File: src/rtl/seq_match_frame_counter_pkg.sv
// ============================================================================
// Module   : seq_match_pkg
// Brief    : Shared types and the saturating increment helper for the frame counter.
// Revision : 1.0 - initial release
// ============================================================================
`default_nettype none

package seq_match_pkg;

    typedef enum logic [0:0] {
        IDLE  = 1'b0,
        COUNT = 1'b1
    } state_t;

    localparam int unsigned C_CNT_W = 8;
    localparam int unsigned C_ID_W  = 8;
    localparam int unsigned C_FN_W  = 32;

    // Per-frame result in the default configuration; FIFO entries use the same field order.
    typedef struct packed {
        logic [C_CNT_W-1:0] count;
        logic               sat;
        logic [C_ID_W-1:0]  id;
    } result_t;

    function automatic logic [C_FN_W-1:0] sat_inc(
        input logic [C_FN_W-1:0] acc,
        input logic              inc,
        input logic [C_FN_W-1:0] max_val
    );
        if (inc && (acc != max_val)) begin
            return acc + 32'd1;
        end
        return acc;
    endfunction

endpackage

`default_nettype wire

File: src/rtl/seq_match_frame_counter_if.sv
// ============================================================================
// Module   : seq_match_frame_counter_if
// Brief    : Valid/ready result channel from the frame counter to its consumer.
// Revision : 1.0 - initial release
// ============================================================================
`default_nettype none

interface seq_match_frame_counter_if #(
    parameter int unsigned CNT_W = 8,
    parameter int unsigned ID_W  = 8
);
    logic             out_valid;
    logic             out_ready;
    logic [CNT_W-1:0] out_count;
    logic             out_sat;
    logic [ID_W-1:0]  out_id;

    modport master (
        output out_valid,
        output out_count,
        output out_sat,
        output out_id,
        input  out_ready
    );

    modport slave (
        input  out_valid,
        input  out_count,
        input  out_sat,
        input  out_id,
        output out_ready
    );
endinterface

`default_nettype wire

File: src/rtl/seq_result_fifo.sv
// ============================================================================
// Module   : seq_result_fifo
// Brief    : First-word fall-through result FIFO; a push into a full FIFO only
//            lands when a pop frees a slot on the same edge.
// Revision : 1.0 - initial release
// ============================================================================
`default_nettype none

module seq_result_fifo #(
    parameter int unsigned DATA_W = 17,
    parameter int unsigned DEPTH  = 4
) (
    input  wire logic              clk,
    input  wire logic              rst,
    input  wire logic              push_i,
    input  wire logic              pop_i,
    input  wire logic [DATA_W-1:0] wr_data_i,
    output logic      [DATA_W-1:0] rd_data_o,
    output logic                   empty_o,
    output logic                   full_o
);
    localparam int unsigned C_PTR_W = $clog2(DEPTH);

    logic [DATA_W-1:0]  mem_q [DEPTH];
    logic [C_PTR_W:0]   wr_ptr_q;
    logic [C_PTR_W:0]   rd_ptr_q;
    logic               w_wr_en;
    logic               w_rd_en;

    assign empty_o = (wr_ptr_q == rd_ptr_q);
    assign full_o  = (wr_ptr_q[C_PTR_W] != rd_ptr_q[C_PTR_W]) &&
                     (wr_ptr_q[C_PTR_W-1:0] == rd_ptr_q[C_PTR_W-1:0]);

    assign w_rd_en = pop_i && !empty_o;
    assign w_wr_en = push_i && (!full_o || w_rd_en);

    always_ff @(posedge clk) begin
        if (rst) begin
            wr_ptr_q <= '0;
            rd_ptr_q <= '0;
        end else begin
            if (w_wr_en) begin
                wr_ptr_q <= wr_ptr_q + (C_PTR_W+1)'(1);
            end
            if (w_rd_en) begin
                rd_ptr_q <= rd_ptr_q + (C_PTR_W+1)'(1);
            end
        end
    end

    always_ff @(posedge clk) begin
        if (w_wr_en) begin
            mem_q[wr_ptr_q[C_PTR_W-1:0]] <= wr_data_i;
        end
    end

    // Head reads as zero while empty so the outputs are quiet after reset.
    assign rd_data_o = empty_o ? '0 : mem_q[rd_ptr_q[C_PTR_W-1:0]];

endmodule

`default_nettype wire

File: src/rtl/seq_match_frame_counter.sv
// ============================================================================
// Module   : seq_match_frame_counter
// Brief    : Counts detector match pulses per fixed-length frame and queues
//            {count, sat, id} results for a valid/ready consumer.
// Revision : 1.0 - initial release
// ============================================================================
`default_nettype none

module seq_match_frame_counter
    import seq_match_pkg::*;
#(
    parameter int unsigned FRAME_LEN  = 64,
    parameter int unsigned CNT_W      = 8,
    parameter int unsigned ID_W       = 8,
    parameter int unsigned FIFO_DEPTH = 4
) (
    input  wire logic clk,
    input  wire logic rst,
    input  wire logic start_i,
    input  wire logic in_en_i,
    input  wire logic match_i,
    output logic      overflow_o,
    output logic      busy_o,
    seq_match_frame_counter_if.master res_if
);
    localparam int unsigned      C_BIT_W = $clog2(FRAME_LEN);
    localparam int unsigned      C_RES_W = CNT_W + 1 + ID_W;
    localparam logic [C_BIT_W-1:0] C_LAST = C_BIT_W'(FRAME_LEN - 1);
    localparam logic [CNT_W-1:0]   C_MAX  = '1;

    state_t             state_q, state_d;
    logic [C_BIT_W-1:0] bit_q, bit_d;
    logic [CNT_W-1:0]   acc_q, acc_d;
    logic               sat_q, sat_d;
    logic [ID_W-1:0]    id_q, id_d;
    logic               overflow_q;

    logic [CNT_W-1:0]   w_acc_inc;
    logic               w_sat_hit;
    logic               w_push;
    logic               w_pop;
    logic               w_full;
    logic               w_empty;
    logic [C_RES_W-1:0] w_wr_data;
    logic [C_RES_W-1:0] w_rd_data;

    assign w_acc_inc = CNT_W'(sat_inc(C_FN_W'(acc_q), match_i, C_FN_W'(C_MAX)));
    assign w_sat_hit = match_i && (acc_q == C_MAX);
    assign w_wr_data = {w_acc_inc, sat_q | w_sat_hit, id_q};

    always_comb begin
        state_d = state_q;
        bit_d   = bit_q;
        acc_d   = acc_q;
        sat_d   = sat_q;
        id_d    = id_q;
        w_push  = 1'b0;
        case (state_q)
            IDLE: begin
                if (start_i) begin
                    state_d = COUNT;
                    bit_d   = C_BIT_W'(in_en_i);
                    acc_d   = CNT_W'(in_en_i && match_i);
                    sat_d   = 1'b0;
                end
            end
            COUNT: begin
                // Closing bit takes priority over a coincident start.
                if (in_en_i && (bit_q == C_LAST)) begin
                    w_push = 1'b1;
                    bit_d  = '0;
                    acc_d  = '0;
                    sat_d  = 1'b0;
                    id_d   = id_q + ID_W'(1);
                end else if (start_i) begin
                    bit_d = C_BIT_W'(in_en_i);
                    acc_d = CNT_W'(in_en_i && match_i);
                    sat_d = 1'b0;
                end else if (in_en_i) begin
                    bit_d = bit_q + C_BIT_W'(1);
                    acc_d = w_acc_inc;
                    sat_d = sat_q | w_sat_hit;
                end
            end
            default: state_d = IDLE;
        endcase
    end

    always_ff @(posedge clk) begin
        if (rst) begin
            state_q    <= IDLE;
            bit_q      <= '0;
            acc_q      <= '0;
            sat_q      <= 1'b0;
            id_q       <= '0;
            overflow_q <= 1'b0;
        end else begin
            state_q <= state_d;
            bit_q   <= bit_d;
            acc_q   <= acc_d;
            sat_q   <= sat_d;
            id_q    <= id_d;
            if (w_push && w_full && !w_pop) begin
                overflow_q <= 1'b1;
            end
        end
    end

    seq_result_fifo #(
        .DATA_W (C_RES_W),
        .DEPTH  (FIFO_DEPTH)
    ) u_fifo (
        .clk       (clk),
        .rst       (rst),
        .push_i    (w_push),
        .pop_i     (w_pop),
        .wr_data_i (w_wr_data),
        .rd_data_o (w_rd_data),
        .empty_o   (w_empty),
        .full_o    (w_full)
    );

    assign w_pop            = !w_empty && res_if.out_ready;
    assign res_if.out_valid = !w_empty;
    assign res_if.out_count = w_rd_data[C_RES_W-1 -: CNT_W];
    assign res_if.out_sat   = w_rd_data[ID_W];
    assign res_if.out_id    = w_rd_data[ID_W-1:0];
    assign overflow_o       = overflow_q;
    assign busy_o           = (state_q == COUNT);

endmodule

`default_nettype wire

File: src/flat_wrapper.sv
// flat-port wrapper written by rule: the top's interface ports become plain ports
module seq_match_frame_counter_flat import seq_match_pkg::*;
#(
    parameter int unsigned FRAME_LEN  = 64,
    parameter int unsigned CNT_W      = 8,
    parameter int unsigned ID_W       = 8,
    parameter int unsigned FIFO_DEPTH = 4
)
  (clk, rst, start_i, in_en_i, match_i, overflow_o, busy_o, res_if_out_valid, res_if_out_count, res_if_out_sat, res_if_out_id, res_if_out_ready);
  seq_match_frame_counter_if #(.CNT_W(CNT_W), .ID_W(ID_W)) res_if_i ();
  input  wire logic clk;
  input  wire logic rst;
  input  wire logic start_i;
  input  wire logic in_en_i;
  input  wire logic match_i;
  output logic overflow_o;
  output logic busy_o;
  output wire logic [$bits(res_if_i.out_valid)-1:0] res_if_out_valid;
  output wire logic [$bits(res_if_i.out_count)-1:0] res_if_out_count;
  output wire logic [$bits(res_if_i.out_sat)-1:0] res_if_out_sat;
  output wire logic [$bits(res_if_i.out_id)-1:0] res_if_out_id;
  input wire logic [$bits(res_if_i.out_ready)-1:0] res_if_out_ready;
  assign res_if_out_valid = res_if_i.out_valid;
  assign res_if_out_count = res_if_i.out_count;
  assign res_if_out_sat = res_if_i.out_sat;
  assign res_if_out_id = res_if_i.out_id;
  assign res_if_i.out_ready = res_if_out_ready;
  seq_match_frame_counter #(.FRAME_LEN(FRAME_LEN), .CNT_W(CNT_W), .ID_W(ID_W), .FIFO_DEPTH(FIFO_DEPTH)) u_core (.clk(clk), .rst(rst), .start_i(start_i), .in_en_i(in_en_i), .match_i(match_i), .overflow_o(overflow_o), .busy_o(busy_o), .res_if(res_if_i));
endmodule
File: config.mk
export PLATFORM = sky130hd
export DESIGN_NAME = seq_match_frame_counter_flat
export DESIGN_NICKNAME = d
export VERILOG_FILES = /design/src/rtl/seq_match_frame_counter_pkg.sv /design/src/rtl/seq_match_frame_counter_if.sv /design/src/rtl/seq_result_fifo.sv /design/src/rtl/seq_match_frame_counter.sv /design/src/flat_wrapper.sv
export SDC_FILE = /design/constraint.sdc
export NUM_CORES = 1
export LEC_CHECK = 0
export ABC_AREA = 0
export CAP_MARGIN = 20
export CORE_ASPECT_RATIO = 0.5
export CORE_MARGIN = 4
export CORE_UTILIZATION = 35
export DETAILED_ROUTE_END_ITERATION = 16
export PLACE_DENSITY = 0.54
export SLEW_MARGIN = 20
export SYNTH_ARGS = -nofsm -noshare
export SYNTH_HDL_FRONTEND = slang
export SYNTH_SLANG_ARGS = --single-unit
File: constraint.sdc
create_clock -name clk -period 2.35 [get_ports clk]
set_input_delay 0.705 -clock clk [delete_from_list [all_inputs] [get_ports clk]]
set_output_delay 0.705 -clock clk [all_outputs]
set_load 0.03 [all_outputs]
# Yosys cells after proc, flatten, opt, wreduce, memory -nomap -nowiden
# Memory sizes are Yosys's and may differ from the RTL's. A register that Yosys moved wholly into a read port is not among the register bits.
# Index checks and enable logic that the tools add are counted.
[word_totals]
out_inout_bits = 20
mem_count = 1
word_cells = 67
register_bits = 31
mem_bits_rw = 68
[mem_list]
columns = ["name", "words", "word_bits", "read_ports", "rd_clocked_by_memory_dff", "wr", "line", "rtl"]
rows = [
  ["u_core.u_fifo.mem_q", 4, 17, 1, 1, 1, "seq_result_fifo.sv:24", "logic [DATA_W-1:0] mem_q [DEPTH];"],
]
[classes]
addsub = 5
n_reduce_logical = 16
bitwise = 2
eq_ne = 8
muxes = 27
[op_table]
columns = ["op", "count"]
rows = [
  ["$mux 8", 6],
  ["$mux 6", 4],
  ["$mux 17", 1],
  ["$add 8x1->8 const B", 2],
  ["$pmux 8 s2", 1],
  ["$pmux 6 s2", 1],
  ["$mux 1", 11],
  ["$logic_and 1x1->1", 10],
  ["$eq 8x8->1 const B", 1],
  ["$ne 8x8->1 const B", 1],
  ["$add 3x1->3 const B", 2],
  ["$add 6x1->6 const B", 1],
  ["$eq 6x6->1 const B", 1],
  ["$mux 2", 2],
  ["$ne 4x4->1 const B", 1],
  ["$reduce_and 2->1", 2],
  ["$eq 3x3->1", 1],
  ["$logic_not 1->1", 3],
  ["$eq 2x2->1", 1],
  ["$ne 2x2->1 const B", 1],
  ["$pmux 1 s2", 1],
  ["$logic_or 1x1->1", 1],
  ["$ne 1x1->1", 1],
  ["$not 1->1", 1],
  ["$or 1x1->1", 1],
]

# Longest topological paths before layout
[logic_depth]
ltp_word = 8
mapped_depth = 7
depth_no_buf = 5

# Cells and area by module
# A second synthesis with hierarchy kept.
[unflattened]
cells_unflattened = 335
area_unflattened_um2 = 4505.6
[modules_own_cells]
columns = ["module", "area_per_inst_um2", "seq_area_each_um2", "instances", "cells_each"]
rows = [
  ["seq_result_fifo", 3065.4, 2202.1, 1, 161],
  ["seq_match_frame_counter", 1440.1, 500.5, 1, 174],
]

# Least setup slack after synthesis
# OpenSTA, ideal clock, no wires.
[synth_path]
path_kind = "reg2out"
from = "register (tool-made name)"
to = "output port res_if_out_count[0]"
path_buffers = 2
setup_slack_ns = 0.025
stages_incl_launch_ff = 5
t_arrival_ns = 1.620
path_cell_list = "dfxtp_1 clkbuf_1 clkbuf_1 mux4_2 nor2b_1"
[synth_lines]
columns = ["item", "line", "rtl"]
rows = [
  ["end, declared", "flat_wrapper.sv:19", "output wire logic [$bits(res_if_i.out_count)-1:0] res_if_out_count;"],
]

# Worst setup path in the final report
[layout_path]
from = "register u_core.u_fifo.wr_ptr_q[2]"
to = "output port res_if_out_count[1]"
[layout_via]
elab_chain_len = 2
[layout_lines]
columns = ["item", "line", "rtl"]
rows = [
  ["start, declared", "seq_result_fifo.sv:25", "logic [C_PTR_W:0] wr_ptr_q;"],
  ["start signal, assigned", "seq_result_fifo.sv:43", "wr_ptr_q <= wr_ptr_q + (C_PTR_W+1)'(1);"],
  ["$eq 3x3->1", "seq_result_fifo.sv:30", "assign empty_o = (wr_ptr_q == rd_ptr_q);"],
  ["$mux 17", "seq_result_fifo.sv:58", "assign rd_data_o = empty_o ? '0 : mem_q[rd_ptr_q[C_PTR_W-1:0]];"],
]
# No other way between the ends.

==> summary.txt <==
Design area - 5774 um2
Tmin final - 2.484 ns
Worst Path Buf+Inv - 4
Placer Congestion - 0.8129
GRT busiest layer - met2
Fraction of layout cells with a size suffix above 1 - 33.75%
Maximum clock path buffer count - 2
Sum Neg Setup Slack - -1.179 ns
Total gr overflow - 0
Pre-Repair DR Iteration Count - 5
Hold bufs inserted after CTS - 0
RSZ-0062 raised after global routing - yes
DRT iter0 DRCs - 151
Startpoint Class - register
Final antenna-violating net count - 0
Initial core utilization - 36.57%
Clock latency on the worst-skew pair - 0.34 ns
Synth Flop Type - edfxtp_1
Vias in the first global route - 2738
Post-layout power - 3.459 mW
Filler cell count - 1074
Largest fanout on the critical path - 8
Met1 Use GR - 18.20%
Slowest-stage cell, CP - dfxtp_2
Dpl cells - 533
Routed len/inst - 16.75 um
Synth cell types - 53
Reg-to-Reg Start - u_core.u_fifo.wr_ptr_q[1]
Fin worst setup slack - -0.1339 ns
HP Class - register to register
WP data required - 1.64 ns
Chip width - 166.7 um
Worst EP arrival - 1.78 ns
Critical path type - register to output pin
Hold Crit Depth - 2
# H-tree levels - 3
PD cells - 599.0 nW/um2
Maximum vdd drop - 379.6 uV
# DRC - 0
Reg2Reg Setup Slack - 0.35 ns
Clk slew on worst S/H paths - 0.07 ns
CTS root buffer - clkbuf_16
Met3 Track Usage GR - 3.400%
Crit. End Element - output pin
Initial antenna violation count - 1
Hold Vio Cnt, Final - 0
Most Frequent Cell on Critical Path - buf_6
First-pass GRT wire length - 14680 um
Total number of vias - 2864
Critical path's top delay family - buffers and inverters
Die Area - 14560 um2
Dpl hpwl - 6181 um
Post-Syn Nets - 334
Cell Chain, Critical Path - xor2_2, nor3_4, buf_6, buf_12, buf_6, and2b_1, buf_6
Seq/Total Area, Yosys - 61.33%
Grt met2 use - 20.26%
Via density per instance - 5.096
Max Slew Vio Count - 0
Min-Delay Endpoint - u_core.sat_q
Netlist Area Pre-Place - 4407 um2
Maximum clock frequency - 402.6 MHz
Failing checks - setup timing
Fin cells - 562
Fin nets - 406
Wirelength, routed - 9415 um
Slew HR - 67.18%
Placed instance area - 5159 um2
LEAKAGE - 2.149 nW
Total CTS buffers - 9
Status - finished, violations left
Die Height - 87.35 um
Ports - 26
CTS tree - done
Worst r2r path cells - 6
Worst Tran Pin Value - 0.4878 ns
HP Start - u_core.sat_q
CP max stage delay - 0.34 ns
Sink Count - 101
DP Worst Slack - -0.1429 ns
Period utilization - 105.7%
Core area - 12050 um2
Final setup vio count - 17
Post-synth EDFFs - 68
Cell count after synthesis - 320
Clk_skew - 0.007591 ns
Avg Cell Area, Syn - 13.77 um2
Port Buffer Count - 25
Async S/R FF share, synth - 0%
Ant diodes - 0
GRT Total Usage - 13.03%
R2r endpoint - u_core.u_fifo.mem_q[0][10]
Number of warnings issued by yosys - 0
Max Cap Violations - 0
Largest net degree at the start of global routing - 29
Rows - 28
Area growth, synth to finish - 31.03%
Seq cells post-synth - 101
[flip-flops by register name (all words and copies together) (netlist names), named ones only]
register and cells:
u_core.u_fifo.rd_ptr_q 3, u_core.u_fifo.wr_ptr_q 3, u_core.sat_q 1, u_core.bit_q 6
u_core.busy_o 1, u_core.overflow_o 1, u_core.id_q 8, u_core.acc_q 8
u_core.u_fifo.mem_q 68
[through the flow]
step                hold slack (ns)  util [%]
floorplan                    0.4475         -
global placement             0.4571     42.81
finish                       0.4810     47.91
detailed placement           0.4667     42.81
CTS                          0.4785     46.40
global route                 0.5165     47.91
[how the worst max path moves through the flow]
stage          cells past startpoint  slack (ns)                  end                       from
3_3_place_gp                       4       -0.13     res_if_out_id[6]                   register
4_1_cts                            5       -0.14     res_if_out_id[1]                   register
5_1_grt                            7       -0.19  res_if_out_count[1]  u_core.u_fifo.wr_ptr_q[2]
6_report                           7       -0.13  res_if_out_count[1]  u_core.u_fifo.wr_ptr_q[2]
2_1_floorplan                      4        0.02  res_if_out_count[0]                   register
3_5_place_dp                       7       -0.14      u_core.acc_q[6]                    in_en_i
[cell type report]
class | count | area [um2] | area share [%]
clock buffer | 9 | 225.2 | 3.900
clock inverter | 7 | 83.83 | 1.452
inverter | 9 | 36.28 | 0.6284
multi-input combinational | 192 | 1658 | 28.71
sequential | 101 | 2714 | 47.00
tap | 165 | 206.4 | 3.575
timing repair buffer | 79 | 850.8 | 14.73
[synthesized netlist by cell type (3+ instances only)]
master | count | share of area, %
edfxtp_1 | 68 | 46
ha_1 | 8 | 2.3
buf_2 | 3 | 0.34
dfxtp_1 | 33 | 15
nand4_1 | 12 | 1.7
and3_1 | 5 | 0.71
nand3_1 | 11 | 1.2
nor2_1 | 20 | 1.7
o31ai_1 | 3 | 0.51
o21ai_0 | 7 | 0.79
nand2_1 | 10 | 0.85
nor2b_1 | 9 | 1.3
a21oi_1 | 14 | 1.6
clkbuf_1 | 9 | 0.77
nor3_1 | 5 | 0.57
inv_1 | 9 | 0.77
mux4_2 | 17 | 8.7
and2b_1 | 10 | 1.7
and2_1 | 5 | 0.71
xor2_1 | 13 | 2.6
and3_2 | 3 | 0.51
xnor2_1 | 5 | 0.99
buf_6 | 3 | 0.77
[power by group]
| group | switching, mW | total (mW) | internal [mW] | leakage [nW] |
|---|---|---|---|---|
| sequential | 0.00348 | 1.88 | 1.88 | 0.939 |
| clock | 0.655 | 1.49 | 0.840 | 0.147 |
| combinational | 0.0493 | 0.0840 | 0.0348 | 1.06 |
[tightest hold or removal path: stages (launching register included)]
cell     delay [ns]
dfxtp_1        0.32
nand3_1        0.06
a21oi_1        0.06
[cells in the final DEF, fill, tap and decap left out, types with 3 or more instances in the layout]
cell / synthesis / layout
edfxtp_1: 68 / 68
o21ai_0: 7 / 7
xnor2_1: 5 / 5
nand2_1: 10 / 10
nor2_1: 20 / 20
ha_1: 8 / 8
nand3_1: 11 / 11
buf_6: 3 / 22
inv_1: 9 / 8
a21oi_1: 14 / 14
buf_4: 2 / 37
nor2b_4: 0 / 6
dfxtp_2: 0 / 6
buf_12: 0 / 10
and2b_1: 10 / 10
mux4_2: 17 / 17
and3_1: 5 / 5
clkbuf_16: 0 / 10
nor2b_1: 9 / 3
nor3_1: 5 / 4
clkdlybuf4s50_1: 0 / 7
and2_1: 5 / 5
o31ai_1: 3 / 3
xor2_1: 13 / 10
dfxtp_1: 33 / 26
and3_2: 3 / 3
nand4_1: 12 / 12
[per-layer routing]
metal,up-vias,wire length [um]
met4,0,110
met1,1437,4686
li1,1359,-
met5,-,0
met3,10,344
met2,58,4274
[cells by family after synthesis]
kind of cell,count (synthesis),synth area share [%]
xor gates and xnor gates,18,3.577
and+or+nand+nor,100,12.89
adders and majority gates,8,2.272
muxes,21,9.767
DFF,101,61.33
buffers and inverters,27,3.094
AOI/OAI and AO/OA,45,7.070
[repair_timing]
item                       CTS  global route
setup endpoints to repair   17            18
cloned                       1             1
pin swaps                    1             2
setup buffers                3             9
resized for setup           93            29
Power figures use the tool's default switching activity.
